<file path="config.mk">
export PLATFORM = sky130hd
export DESIGN_NAME = mem_initiator_flat
export DESIGN_NICKNAME = d
export VERILOG_FILES = /design/src/rtl/mem_initiator_if.sv /design/src/rtl/mem_initiator.sv /design/src/flat_wrapper.sv
export SDC_FILE = /design/constraint.sdc
export NUM_CORES = 1
export LEC_CHECK = 0
export ABC_AREA = 1
export CORE_MARGIN = 2
export CORE_UTILIZATION = 45
export CTS_BUF_LIST = sky130_fd_sc_hd__clkbuf_16
export DETAILED_ROUTE_END_ITERATION = 8
export PLACE_DENSITY = 0.84
export SYNTH_ARGS = -nofsm -noshare
export SYNTH_HDL_FRONTEND = slang
export SYNTH_SLANG_ARGS = --single-unit
</file>
<file path="constraint.sdc">
create_clock -name clk -period 1.65 [get_ports clk]
set_clock_uncertainty 0.1 [all_clocks]
set_input_delay 0.33 -clock clk [delete_from_list [all_inputs] [get_ports clk]]
set_output_delay 0.33 -clock clk [all_outputs]
set_load 0.1 [all_outputs]
</file>
<file path="src/rtl/mem_initiator_if.sv">
// Host request/response channels and memory bus of the memory initiator.
// The master modport is the initiator's own view; the slave modport is the
// view of whoever sits on the other side (host plus memory).
interface mem_initiator_if #(
   parameter int ADDR_WIDTH = 3,
   parameter int DATA_WIDTH = 8
);
   // host request channel
   logic                  req_valid;
   logic                  req_ready;
   logic                  req_wr;
   logic [ADDR_WIDTH-1:0] req_addr;
   logic [DATA_WIDTH-1:0] req_wdata;
   // host response channel
   logic                  rsp_valid;
   logic                  rsp_ready;
   logic                  rsp_wr;
   logic [DATA_WIDTH-1:0] rsp_rdata;
   // memory side
   logic [ADDR_WIDTH-1:0] mem_addr;
   logic                  mem_wr_en;
   logic                  mem_rd_en;
   logic [DATA_WIDTH-1:0] mem_wdata;
   logic [DATA_WIDTH-1:0] mem_rdata;
   // status
   logic [15:0]           txn_count;

   modport master (
      input  req_valid, req_wr, req_addr, req_wdata,
      output req_ready,
      output rsp_valid, rsp_wr, rsp_rdata,
      input  rsp_ready,
      output mem_addr, mem_wr_en, mem_rd_en, mem_wdata,
      input  mem_rdata,
      output txn_count
   );

   modport slave (
      output req_valid, req_wr, req_addr, req_wdata,
      input  req_ready,
      input  rsp_valid, rsp_wr, rsp_rdata,
      output rsp_ready,
      input  mem_addr, mem_wr_en, mem_rd_en, mem_wdata,
      output mem_rdata,
      input  txn_count
   );
endinterface

</file>
<file path="src/rtl/mem_initiator.sv">
// Single-transaction initiator for a single-port synchronous memory.
// A host request is accepted in IDLE, issued to the memory for one cycle,
// (for reads) waited on for RD_LAT cycles, and returned as a response that
// is held until the host takes it. Every output is driven straight from a
// flop; the output process computes the next value of each output register.
module mem_initiator #(
   parameter int ADDR_WIDTH = 3,
   parameter int DATA_WIDTH = 8,
   parameter int RD_LAT     = 1
) (
   input  logic          clk,
   input  logic          reset,
   mem_initiator_if.master bus
);

   localparam int CNT_W = $clog2(RD_LAT + 1);

   typedef enum logic [1:0] {
      ST_IDLE  = 2'd0,
      ST_ISSUE = 2'd1,
      ST_WAIT  = 2'd2,
      ST_RESP  = 2'd3
   } state_t;

   state_t                state_q,     state_d;
   logic                  req_wr_q,    req_wr_d;
   logic [CNT_W-1:0]      wait_cnt_q,  wait_cnt_d;
   logic                  req_ready_q, req_ready_d;
   logic                  rsp_valid_q, rsp_valid_d;
   logic                  rsp_wr_q,    rsp_wr_d;
   logic [DATA_WIDTH-1:0] rsp_rdata_q, rsp_rdata_d;
   logic [ADDR_WIDTH-1:0] mem_addr_q,  mem_addr_d;
   logic                  mem_wr_en_q, mem_wr_en_d;
   logic                  mem_rd_en_q, mem_rd_en_d;
   logic [DATA_WIDTH-1:0] mem_wdata_q, mem_wdata_d;
   logic [15:0]           txn_count_q, txn_count_d;

   logic                  req_fire_s;
   logic                  rsp_fire_s;
   logic                  wait_done_s;

   // Handshake events; acceptance relies on the registered ready so a request
   // seen during RESP can never be taken, even on the response edge.
   assign req_fire_s  = (state_q == ST_IDLE) && bus.req_valid && req_ready_q;
   assign rsp_fire_s  = (state_q == ST_RESP) && rsp_valid_q && bus.rsp_ready;
   assign wait_done_s = (state_q == ST_WAIT) && (wait_cnt_q == CNT_W'(1));

   // State and output registers; reset drops any in-flight transaction.
   always_ff @(posedge clk or negedge reset) begin
      if (!reset) begin
         state_q     <= ST_IDLE;
         req_wr_q    <= 1'b0;
         wait_cnt_q  <= '0;
         req_ready_q <= 1'b1;
         rsp_valid_q <= 1'b0;
         rsp_wr_q    <= 1'b0;
         rsp_rdata_q <= '0;
         mem_addr_q  <= '0;
         mem_wr_en_q <= 1'b0;
         mem_rd_en_q <= 1'b0;
         mem_wdata_q <= '0;
         txn_count_q <= 16'd0;
      end else begin
         state_q     <= state_d;
         req_wr_q    <= req_wr_d;
         wait_cnt_q  <= wait_cnt_d;
         req_ready_q <= req_ready_d;
         rsp_valid_q <= rsp_valid_d;
         rsp_wr_q    <= rsp_wr_d;
         rsp_rdata_q <= rsp_rdata_d;
         mem_addr_q  <= mem_addr_d;
         mem_wr_en_q <= mem_wr_en_d;
         mem_rd_en_q <= mem_rd_en_d;
         mem_wdata_q <= mem_wdata_d;
         txn_count_q <= txn_count_d;
      end
   end

   // Next-state selection for the IDLE -> ISSUE -> (WAIT) -> RESP loop.
   always_comb begin
      state_d = state_q;
      case (state_q)
         ST_IDLE: begin
            if (req_fire_s) begin
               state_d = ST_ISSUE;
            end else begin
               state_d = ST_IDLE;
            end
         end
         ST_ISSUE: begin
            if (req_wr_q) begin
               state_d = ST_RESP;
            end else begin
               state_d = ST_WAIT;
            end
         end
         ST_WAIT: begin
            if (wait_done_s) begin
               state_d = ST_RESP;
            end else begin
               state_d = ST_WAIT;
            end
         end
         ST_RESP: begin
            if (rsp_fire_s) begin
               state_d = ST_IDLE;
            end else begin
               state_d = ST_RESP;
            end
         end
         default: state_d = ST_IDLE;
      endcase
   end

   // Next values of the output registers; strobes are set on the accept edge
   // so they are high exactly during the ISSUE cycle.
   always_comb begin
      req_wr_d    = req_wr_q;
      wait_cnt_d  = wait_cnt_q;
      req_ready_d = req_ready_q;
      rsp_valid_d = rsp_valid_q;
      rsp_wr_d    = rsp_wr_q;
      rsp_rdata_d = rsp_rdata_q;
      mem_addr_d  = mem_addr_q;
      mem_wr_en_d = 1'b0;
      mem_rd_en_d = 1'b0;
      mem_wdata_d = mem_wdata_q;
      txn_count_d = txn_count_q;
      case (state_q)
         ST_IDLE: begin
            if (req_fire_s) begin
               // latch the request; later host input changes cannot reach the bus
               req_ready_d = 1'b0;
               req_wr_d    = bus.req_wr;
               mem_addr_d  = bus.req_addr;
               mem_wr_en_d = bus.req_wr;
               mem_rd_en_d = !bus.req_wr;
               if (bus.req_wr) begin
                  mem_wdata_d = bus.req_wdata;
               end else begin
                  mem_wdata_d = mem_wdata_q;
               end
            end else begin
               req_ready_d = 1'b1;
            end
         end
         ST_ISSUE: begin
            if (req_wr_q) begin
               rsp_valid_d = 1'b1;
               rsp_wr_d    = 1'b1;
               rsp_rdata_d = '0;
            end else begin
               wait_cnt_d  = CNT_W'(RD_LAT);
            end
         end
         ST_WAIT: begin
            if (wait_done_s) begin
               // memory data is valid on the last wait edge
               rsp_valid_d = 1'b1;
               rsp_wr_d    = 1'b0;
               rsp_rdata_d = bus.mem_rdata;
               wait_cnt_d  = '0;
            end else begin
               wait_cnt_d  = wait_cnt_q - CNT_W'(1);
            end
         end
         ST_RESP: begin
            if (rsp_fire_s) begin
               rsp_valid_d = 1'b0;
               req_ready_d = 1'b1;
               txn_count_d = txn_count_q + 16'd1;
            end else begin
               rsp_valid_d = 1'b1;
            end
         end
         default: begin
            req_ready_d = 1'b1;
            rsp_valid_d = 1'b0;
         end
      endcase
   end

   assign bus.req_ready = req_ready_q;
   assign bus.rsp_valid = rsp_valid_q;
   assign bus.rsp_wr    = rsp_wr_q;
   assign bus.rsp_rdata = rsp_rdata_q;
   assign bus.mem_addr  = mem_addr_q;
   assign bus.mem_wr_en = mem_wr_en_q;
   assign bus.mem_rd_en = mem_rd_en_q;
   assign bus.mem_wdata = mem_wdata_q;
   assign bus.txn_count = txn_count_q;

endmodule
</file>
<file path="src/flat_wrapper.sv">
// flat-port wrapper written by rule: the top's interface ports become plain ports
module mem_initiator_flat 
#(
   parameter int ADDR_WIDTH = 3,
   parameter int DATA_WIDTH = 8,
   parameter int RD_LAT     = 1
)
  (clk, reset, bus_req_valid, bus_req_wr, bus_req_addr, bus_req_wdata, bus_req_ready, bus_rsp_valid, bus_rsp_wr, bus_rsp_rdata, bus_rsp_ready, bus_mem_addr, bus_mem_wr_en, bus_mem_rd_en, bus_mem_wdata, bus_mem_rdata, bus_txn_count);
  mem_initiator_if #(.ADDR_WIDTH(ADDR_WIDTH), .DATA_WIDTH(DATA_WIDTH)) bus_i ();
  input  logic clk;
  input  logic reset;
  input wire logic [$bits(bus_i.req_valid)-1:0] bus_req_valid;
  input wire logic [$bits(bus_i.req_wr)-1:0] bus_req_wr;
  input wire logic [$bits(bus_i.req_addr)-1:0] bus_req_addr;
  input wire logic [$bits(bus_i.req_wdata)-1:0] bus_req_wdata;
  output wire logic [$bits(bus_i.req_ready)-1:0] bus_req_ready;
  output wire logic [$bits(bus_i.rsp_valid)-1:0] bus_rsp_valid;
  output wire logic [$bits(bus_i.rsp_wr)-1:0] bus_rsp_wr;
  output wire logic [$bits(bus_i.rsp_rdata)-1:0] bus_rsp_rdata;
  input wire logic [$bits(bus_i.rsp_ready)-1:0] bus_rsp_ready;
  output wire logic [$bits(bus_i.mem_addr)-1:0] bus_mem_addr;
  output wire logic [$bits(bus_i.mem_wr_en)-1:0] bus_mem_wr_en;
  output wire logic [$bits(bus_i.mem_rd_en)-1:0] bus_mem_rd_en;
  output wire logic [$bits(bus_i.mem_wdata)-1:0] bus_mem_wdata;
  input wire logic [$bits(bus_i.mem_rdata)-1:0] bus_mem_rdata;
  output wire logic [$bits(bus_i.txn_count)-1:0] bus_txn_count;
  assign bus_i.req_valid = bus_req_valid;
  assign bus_i.req_wr = bus_req_wr;
  assign bus_i.req_addr = bus_req_addr;
  assign bus_i.req_wdata = bus_req_wdata;
  assign bus_req_ready = bus_i.req_ready;
  assign bus_rsp_valid = bus_i.rsp_valid;
  assign bus_rsp_wr = bus_i.rsp_wr;
  assign bus_rsp_rdata = bus_i.rsp_rdata;
  assign bus_i.rsp_ready = bus_rsp_ready;
  assign bus_mem_addr = bus_i.mem_addr;
  assign bus_mem_wr_en = bus_i.mem_wr_en;
  assign bus_mem_rd_en = bus_i.mem_rd_en;
  assign bus_mem_wdata = bus_i.mem_wdata;
  assign bus_i.mem_rdata = bus_mem_rdata;
  assign bus_txn_count = bus_i.txn_count;
  mem_initiator #(.ADDR_WIDTH(ADDR_WIDTH), .DATA_WIDTH(DATA_WIDTH), .RD_LAT(RD_LAT)) u_core (.clk(clk), .reset(reset), .bus(bus_i));
endmodule
</file>
==> out/qor.tcl, run 1 <==
set qor(final_antenna_net_count) 0
set qor(postRouteWirelength_um) 4970
set qor(grt_total_ovfl) 0
set qor(clk_buf_depth) 2
set qor(synth_cells) 226
set qor(clk_root_buffer_cell) {sky130_fd_sc_hd__clkbuf_16}
set qor(cts.sink_count) 44
set qor(setup.worst_path.end_class) {register}
set qor(synth_edf_count) 0
set qor(multi_input_area_um2) 862
set qor(worst_setup_path_start_kind) {register}
set qor(fmax_mhz) 637
set qor(routedWlPerCell_um) 13.8
set qor(fillerInstances) 246
set qor(finish.instance_area_mm2) 0.00339
set qor(timing.critical_path.fanout_max) 5
set qor(grt_use_total_pct) 21.4
set qor(dieArea_mm2) 0.00505
set qor(synth_seq_cells) 44
set qor(maxSlewViolCount) 0
set qor(wp_data_arrival_ns) 1.65
set qor(die_h_um) 71.1
set qor(fin_crit_sh_pct) 95.1
set qor(synth.yosys.warnings) 0
set qor(numPortBuffers) 63
set qor(cts_htree_levels) 2
set qor(post_synth.cell_area_avg_um2) 8.96
set qor(status) {finished, final reports clean}
set qor(hold_crit_path_type) {reg2reg}
set qor(final_cells) 360
set qor(dr.first_iter.drc_count) 113
set qor(synth_cell_type_count) 26
set qor(dr.pass1.iters) 4
set qor(antenna_found_initial) 0
set qor(postSynth.topFlopCell) {sky130_fd_sc_hd__dfrtp_1}
set qor(final_net_count) 337
set qor(power_density_mw_per_mm2) 2100
set qor(grt_start_max_net_pins) 25
set qor(synthesis.area_mm2) 0.00203
set qor(syn-num-nets) 256
set qor(die_width_um) 71.1
set qor(finalCriticalPeriod_ns) 1.57
set qor(cts_tree) {yes}
set qor(num_antenna_cells) 0
set qor(grt_pass1_vias) 1879
set qor(vias_per_std_cell) 4.91
set qor(finalSetupViolations) 0
set qor(cts_buffers) 5
set qor(core_footprint_mm2) 0.00435
set qor(gr-usage-met2_pct) 36.9
set qor(peak_supply_drop_uv) 1610
set qor(synth_area_leader_cell) {sky130_fd_sc_hd__dfrtp_1}
set qor(start_util_pct) 46.5
set qor(cts.clk_slew.worst_paths_ns) 0.06
set qor(static-leakage-power_nw) 1.66
set qor(io-pin-count) 64
set qor(remaining_drc_errors) 0
set qor(grt_busiest_layer) {met2}
set qor(gp_congestion) 0.837
set qor(synth.top_cells.by_area) {sky130_fd_sc_hd__dfrtp_1 53%, sky130_fd_sc_hd__nand2_1 17%, sky130_fd_sc_hd__ha_1 3.7%}
set qor(share_of_synthesized_area_occupied_by_flip_flops_and_latches_pct) 54.4
set qor(critical_path_class) {reg2reg}
set qor(final_layout_size_suffix_gt1_share_pct) 31.5
set qor(vias) 1768
set qor(maxCapViolations) 0
set qor(placement_rows) 24
set qor(seqCellArea_mm2) 0.00113
set qor(rsz_0062_raised_after_global_routing) {yes}
set qor(wire_length_of_the_first_global_routing_pass_um) 8430
set qor(slew_headroom_pct) 64.8
set qor(numPlacedInstances) 350
set qor(placement.cell_area_mm2) 0.00322
set qor(global_route.usage.met3_pct) 9.12
set qor(total_negative_slack_ns) 0
set qor(async_flop_share_pct) 100
set qor(syn_to_final_growth_pct) 67.4
set qor(final-hold-violation-count) 0
set qor(worstSkewPairLatency_ns) 0.29
set qor(grtUsageMet1_pct) 23.8
set qor(tightest_slew_ns) 0.528
set qor(critPathRequiredTime_ns) 1.73
set qor(synth_top_area_share_pct) 53.1
set qor(hpwlAfterDp_um) 3700
critical path, cell delays in order, from the launching register on:
cell and delay (ns):
sky130_fd_sc_hd__dfrtp_1 0.45, sky130_fd_sc_hd__ha_2 0.26, sky130_fd_sc_hd__nand3_4 0.12, sky130_fd_sc_hd__nor2_4 0.16
sky130_fd_sc_hd__nand2_4 0.10, sky130_fd_sc_hd__nor2_8 0.11, sky130_fd_sc_hd__nand2_2 0.05, sky130_fd_sc_hd__nand2_1 0.06
sky130_fd_sc_hd__nand2_1 0.05
path summary, 6_finish.rpt:
| path | from | end | slack, ns | cells after the start |
|---|---|---|---|---|
| max reg2reg | u_core.state_q[1] | u_core.bus.txn_count[13] | 0.08 | 8 |
| max | u_core.state_q[1] | u_core.bus.txn_count[13] | 0.08 | 8 |
| min reg2reg | u_core.bus.txn_count[4] | u_core.bus.txn_count[4] | 0.44 | 1 |
| min | u_core.bus.txn_count[4] | u_core.bus.txn_count[4] | 0.44 | 1 |
| max in group asynchronous | reset | u_core.bus.rsp_rdata[1] | 0.41 | 3 |
| min in group asynchronous | reset | u_core.bus.mem_addr[1] | 0.45 | 2 |
cell usage in the layout, fill, tap and decap left out, types with 4 or more instances in the layout:
cell and instances:
sky130_fd_sc_hd__xor2_1 6, sky130_fd_sc_hd__nor2_1 15, sky130_fd_sc_hd__dfrtp_2 13, sky130_fd_sc_hd__inv_1 17, sky130_fd_sc_hd__buf_12 40, sky130_fd_sc_hd__nand3_1 7
sky130_fd_sc_hd__clkbuf_16 5, sky130_fd_sc_hd__ha_1 4, sky130_fd_sc_hd__nand2_1 93, sky130_fd_sc_hd__clkdlybuf4s50_1 22, sky130_fd_sc_hd__buf_4 10, sky130_fd_sc_hd__dfrtp_1 27
sky130_fd_sc_hd__nand2_2 4, sky130_fd_sc_hd__o21ai_0 4
synth_stat cells (2+ instances only):
cell	count
sky130_fd_sc_hd__nand4_1	3
sky130_fd_sc_hd__nor2_4	3
sky130_fd_sc_hd__inv_1	19
sky130_fd_sc_hd__xor2_1	6
sky130_fd_sc_hd__nand2_1	94
sky130_fd_sc_hd__nand3_2	3
sky130_fd_sc_hd__o21ai_0	4
sky130_fd_sc_hd__a21oi_1	3
sky130_fd_sc_hd__nand3_1	7
sky130_fd_sc_hd__nand2_2	3
sky130_fd_sc_hd__ha_1	6
sky130_fd_sc_hd__nor3_1	2
sky130_fd_sc_hd__inv_2	2
sky130_fd_sc_hd__dfrtp_1	43
sky130_fd_sc_hd__xnor2_1	3
sky130_fd_sc_hd__nor2_1	15
stage by stage:
| stage | power (W) | worst slack (ns) | hold WS, ns | utilization (%) |
|---|---|---|---|---|
| floorplan | 0.00437 | 0.0207 | -0.0656 | - |
| global placement | 0.00599 | -0.0415 | 0.232 | 73.9 |
| detailed placement | 0.00610 | -0.0819 | 0.237 | 73.9 |
| CTS | 0.00709 | 0.0621 | 0.444 | 77.3 |
| global route | 0.00746 | -0.0483 | 0.450 | 77.9 |
| finish | 0.00713 | 0.0809 | 0.438 | 77.9 |
power by group:
part | switching [W] | internal (W) | leakage (nW)
logic | 0.00281 | 0.00153 | 1.04
clock network | 0.000397 | 0.000550 | 0.0710
registers | 0.000399 | 0.00145 | 0.545
timing repair:
action | in CTS | in global routing
hold buffers | 1 | 0
setup endpoints to repair | 0 | 16
endpoints found under the hold margin | 21 | 0
setup buffers | 0 | 1
resized for setup | 0 | 6
state kept, by name, indices dropped and copies added (netlist names):
| register | count |
|---|---|
| u_core.bus.txn_count | 16 |
| u_core.bus.mem_wdata | 8 |
| u_core.bus.rsp_rdata | 8 |
| u_core.bus.mem_addr | 3 |
| u_core.state_q | 2 |
| u_core.bus.mem_rd_en | 1 |
| u_core.bus.mem_wr_en | 1 |
| u_core.bus.req_ready | 1 |
| u_core.bus.rsp_valid | 1 |
| u_core.bus.rsp_wr | 1 |
| u_core.req_wr_q | 1 |
| u_core.wait_cnt_q | 1 |
layout make-up:
class,instances,share of cell area (%)
clock buffers,5,3.69
clock inverters,3,0.406
inverters,21,2.40
multi-input cells,161,25.4
flip-flops and latches,44,33.4
well taps,52,1.92
repair buffers,74,32.8
routing by layer:
metal | vias up | share of wire, %
met5 | - | 0
met4 | 0 | 2.4
met3 | 12 | 8.2
met2 | 64 | 51
met1 | 832 | 38
li1 | 860 | -
logic make-up (layout without fill, tap and decap cells):
logic type	after synthesis	after routing	synth area share, %
flip-flops	44	44	54.4
XOR/XNOR	10	10	4.69
adder cells (fa/ha/maj)	6	6	3.71
buffers and inverters	21	103	3.89
AND/OR/NAND/NOR	134	134	30.1
AO/OA/AOI/OAI	11	11	3.15
No activity file was read; power rests on OpenSTA's default activity.
==> run 2: changes to the inputs <==
Settings changed: ABC_AREA 1 to not set, ABC_CLOCK_PERIOD_IN_PS set to 1650, PLACE_DENSITY 0.84 to 0.85.
==> out/qor.tcl, run 2 <==
set qor(peak_supply_drop_uv) 1560 ;# -3.2%
set qor(largest_register_ff_count) 16 ;# unchanged
set qor(rsz_0062_raised_after_global_routing) {yes}
set qor(placement.cell_area_mm2) 0.00313 ;# -2.6%
set qor(timing.critical_path.max_delay_family) {flip-flops}
set qor(io-pin-count) 64 ;# unchanged
set qor(cts.clk_slew.worst_paths_ns) 0.06 ;# about the same
set qor(synthesis.area_mm2) 0.00190 ;# -6.3%
set qor(synth_seq_cells) 44 ;# unchanged
set qor(finalWorstSetupSlack_ns) -0.0131 ;# -0.0941 ns
set qor(maxCapViolations) 0 ;# unchanged
set qor(remaining_drc_errors) 0 ;# unchanged
set qor(timing.critical_path.fanout_max) 3 ;# -2
set qor(critPathSlowestCell) {sky130_fd_sc_hd__dfrtp_1}
set qor(post_synth_most_frequent_cells) {43 x sky130_fd_sc_hd__dfrtp_1, 36 x sky130_fd_sc_hd__nand2_1, 11 x sky130_fd_sc_hd__o21ai_0}
set qor(synth_cells) 167 ;# -26%
set qor(worstSkewPairLatency_ns) 0.28 ;# about the same
set qor(maxSlewViolCount) 0 ;# unchanged
set qor(fin_crit_sh_pct) 101 ;# +5.7 points
set qor(total_power_w) 0.00663 ;# -7.0%
set qor(final_cells) 299 ;# -17%
set qor(routed-wl-met2_um) 2550 ;# +0.43%
set qor(routedWlPerCell_um) 15.6 ;# +13%
set qor(clk_root_buffer_cell) {sky130_fd_sc_hd__clkbuf_16}
set qor(synth.top_cells.by_area) {sky130_fd_sc_hd__dfrtp_1 57%, sky130_fd_sc_hd__nand2_1 7.1%, sky130_fd_sc_hd__xnor2_1 4.2%}
set qor(status) {finished with violations}
set qor(tightest_slew_ns) 0.299 ;# -0.230 ns
set qor(final-hold-violation-count) 0 ;# unchanged
set qor(cts.sink_count) 44 ;# unchanged
set qor(postSynth.topFlopCell) {sky130_fd_sc_hd__dfrtp_1}
set qor(met3_length_um) 272 ;# -34%
set qor(r2r_cells) 6 ;# -2
set qor(layout_common_cells) {41 x sky130_fd_sc_hd__buf_12, 36 x sky130_fd_sc_hd__nand2_1, 28 x sky130_fd_sc_hd__dfrtp_1}
set qor(dr.pass1.iters) 5 ;# +1
set qor(power_density_mw_per_mm2) 1980 ;# -5.6%
set qor(dr.first_iter.drc_count) 134 ;# +19%
set qor(critPathRequiredTime_ns) 1.71 ;# -0.02 ns
set qor(final_core_utilization_pct) 83.0 ;# +5.0 points
set qor(start_util_pct) 47.1 ;# +0.59 points
set qor(antenna_found_initial) 0 ;# unchanged
set qor(synth_area_leader_cell) {sky130_fd_sc_hd__dfrtp_1}
set qor(failed_checks) {negative setup slack}
set qor(m1WireLength_um) 1760 ;# -7.7%
set qor(hold_path.startpoint) {u_core.bus.txn_count[13]}
set qor(static-leakage-power_nw) 1.51 ;# -9.3%
set qor(min_to) {u_core.bus.txn_count[13]}
set qor(timing.critical_path.cells) {buf_4, ha_2, inv_2, o22ai_1, nor2_1, mux2_4}
set qor(clk_buf_depth) 2 ;# unchanged
set qor(grt_total_ovfl) 0 ;# unchanged
set qor(num_antenna_cells) 0 ;# unchanged
set qor(gp_congestion) 0.778 ;# -7.0%
set qor(min_path_cells) 1 ;# unchanged
set qor(async_flop_share_pct) 100 ;# unchanged
set qor(final_antenna_net_count) 0 ;# unchanged
set qor(grt_start_max_net_pins) 45 ;# +80%
set qor(die_width_um) 68.9 ;# -3.0%
set qor(synth.yosys.warnings) 0 ;# unchanged
set qor(setup.worst_path.end_class) {register}
set qor(cpPeakStageDelay_ns) 0.42 ;# -0.03 ns
set qor(fillerInstances) 217 ;# -12%
set qor(critical_path_buf_inv_count) 2 ;# +2
set qor(cts_tree) {yes}
set qor(die_h_um) 68.9 ;# -3.0%
set qor(finalHoldWorstSlack_ns) 0.426 ;# -0.0120 ns
set qor(share_of_synthesized_area_occupied_by_flip_flops_and_latches_pct) 58.1 ;# +3.7 points
set qor(top_layer_used) {met4}
set qor(hpwlAfterDp_um) 3300 ;# -11%
set qor(grt_pass1_vias) 1540 ;# -18%
set qor(dieArea_mm2) 0.00475 ;# -6.0%
set qor(placement_rows) 23 ;# -4.2%
set qor(synth_edf_count) 0 ;# unchanged
set qor(seqCellArea_mm2) 0.00115 ;# +1.9%
set qor(worstReg2RegStart) {u_core.state_q[1]}
set qor(critical_path_class) {reg2reg}
set qor(synth_cell_type_count) 31 ;# +19%
set qor(multi_input_area_um2) 822 ;# -4.6%
set qor(worst_setup_path_start_kind) {register}
set qor(wire_length_of_the_first_global_routing_pass_um) 7360 ;# -13%
set qor(syn_to_final_growth_pct) 76.1
set qor(vias_per_std_cell) 5.13 ;# +4.4%
set qor(final_layout_size_suffix_gt1_share_pct) 39.8 ;# +8.3 points
set qor(finalCriticalPeriod_ns) 1.66 ;# +0.0941 ns
set qor(grt_use_total_pct) 22.0 ;# +0.52 points
set qor(core_footprint_mm2) 0.00403 ;# -7.5%
set qor(r2r_slack_ns) -0.01 ;# -0.09 ns
set qor(rr_endpoint) {u_core.bus.rsp_valid}
set qor(final_net_count) 278 ;# -18%
set qor(synth.most_common_cell) {sky130_fd_sc_hd__dfrtp_1}
set qor(finalSetupViolations) 1 ;# +1
set qor(synth_top_area_share_pct) 56.7 ;# +3.6 points
set qor(hold_crit_path_type) {reg2reg}
set qor(final_common_cell) {sky130_fd_sc_hd__buf_12}
set qor(crit_cells) 6 ;# -2
set qor(fmax_mhz) 601 ;# -5.7%
set qor(cts_buffers) 5 ;# unchanged
set qor(slew_headroom_pct) 79.9 ;# +15 points
set qor(vias) 1533 ;# -13%
set qor(syn-num-nets) 197 ;# -23%
set qor(postRouteWirelength_um) 4670 ;# -6.1%
set qor(wp_data_arrival_ns) 1.73 ;# +0.08 ns
set qor(post_synth.cell_area_avg_um2) 11.4 ;# +27%
set qor(cts_htree_levels) 2 ;# unchanged
set qor(numPlacedInstances) 288 ;# -18%
set qor(numPortBuffers) 63 ;# unchanged
set qor(finish.instance_area_mm2) 0.00334 ;# -1.5%
==> run 2: cell count changes after synthesis, moves of 3 or more <==
cell,before,now
sky130_fd_sc_hd__and3_1,0,3
sky130_fd_sc_hd__inv_1,19,7
sky130_fd_sc_hd__mux2_1,0,5
sky130_fd_sc_hd__mux2_2,0,5
sky130_fd_sc_hd__nand2_1,94,36
sky130_fd_sc_hd__nor2_1,15,7
sky130_fd_sc_hd__nor2_4,3,0
sky130_fd_sc_hd__o21ai_0,4,11
sky130_fd_sc_hd__xnor2_1,3,9
==> run 2: cells by family (layout without fill, tap and decap cells) <==
family,Yosys count,after routing,synth area share (%)
DFF,44,44,58.1
and+or+nand+nor,64,65,16.9
xor gates and xnor gates,15,15,6.92
AOI/OAI and AO/OA,18,18,6.06
buffers and inverters,10,91,2.11
muxes,10,10,5.93
adders and majority gates,6,6,3.96
==> run 2: what timing repair did <==
item	in CTS	in global routing
hold buffers	1	0
buffers inserted	1	0
gates cloned	1	0
pin swaps	1	5
hold endpoints to repair	43	0
resized for setup	3	11
setup endpoints to repair	10	19
==> run 2: worst reg2reg max path, stage by stage, from the launching register on <==
cell and delay, ns:
sky130_fd_sc_hd__dfrtp_1 0.42, sky130_fd_sc_hd__buf_4 0.16, sky130_fd_sc_hd__ha_2 0.17, sky130_fd_sc_hd__inv_2 0.06
sky130_fd_sc_hd__o22ai_1 0.08, sky130_fd_sc_hd__nor2_1 0.24, sky130_fd_sc_hd__mux2_4 0.33
==> run 2: metrics by stage <==
stage,TNS [ns],setup WS [ns]
2_1_floorplan,-0.414,-0.0666
3_3_place_gp,-1.08,-0.140
3_5_place_dp,-1.77,-0.243
4_1_cts,-0.0296,-0.0109
5_1_grt,-0.137,-0.0696
6_report,-0.0131,-0.0131
==> run 2: area by class of cell <==
type	instances	area share, %
clock buffers	5	3.74
clock inverters	3	0.374
inverters	7	0.786
multi-input cells	114	24.6
flip-flops and latches	44	34.6
well taps	50	1.87
repair buffers	76	34.1
==> run 2: per-layer routing <==
layer,vias to the layer above,track usage [%]
met4,0,7.11
li1,732,-
met1,741,24.9
met2,50,38.5
met5,-,0
met3,10,7.79
==> run 2: how the worst max path moves through the flow <==
| stage | startpoint | to | slack (ns) |
|---|---|---|---|
| 6_report | u_core.state_q[1] | u_core.bus.rsp_valid | -0.01 |
| 5_1_grt | u_core.state_q[1] | u_core.bus.rsp_valid | -0.07 |
| 4_1_cts | u_core.state_q[0] | u_core.bus.mem_wdata[0] | -0.01 |
| 3_5_place_dp | bus_rsp_ready | u_core.bus.txn_count[10] | -0.24 |
| 3_3_place_gp | bus_rsp_ready | u_core.bus.txn_count[10] | -0.14 |
| 2_1_floorplan | u_core.bus.req_ready | u_core.bus.mem_wdata[0] | -0.07 |
==> run 2: power by group <==
group	internal [W]	switching, W	leakage [nW]
sequential	0.00141	0.000376	0.542
combinational	0.00141	0.00250	0.888
clock	0.000546	0.000382	0.0762
total	0.00337	0.00326	1.51
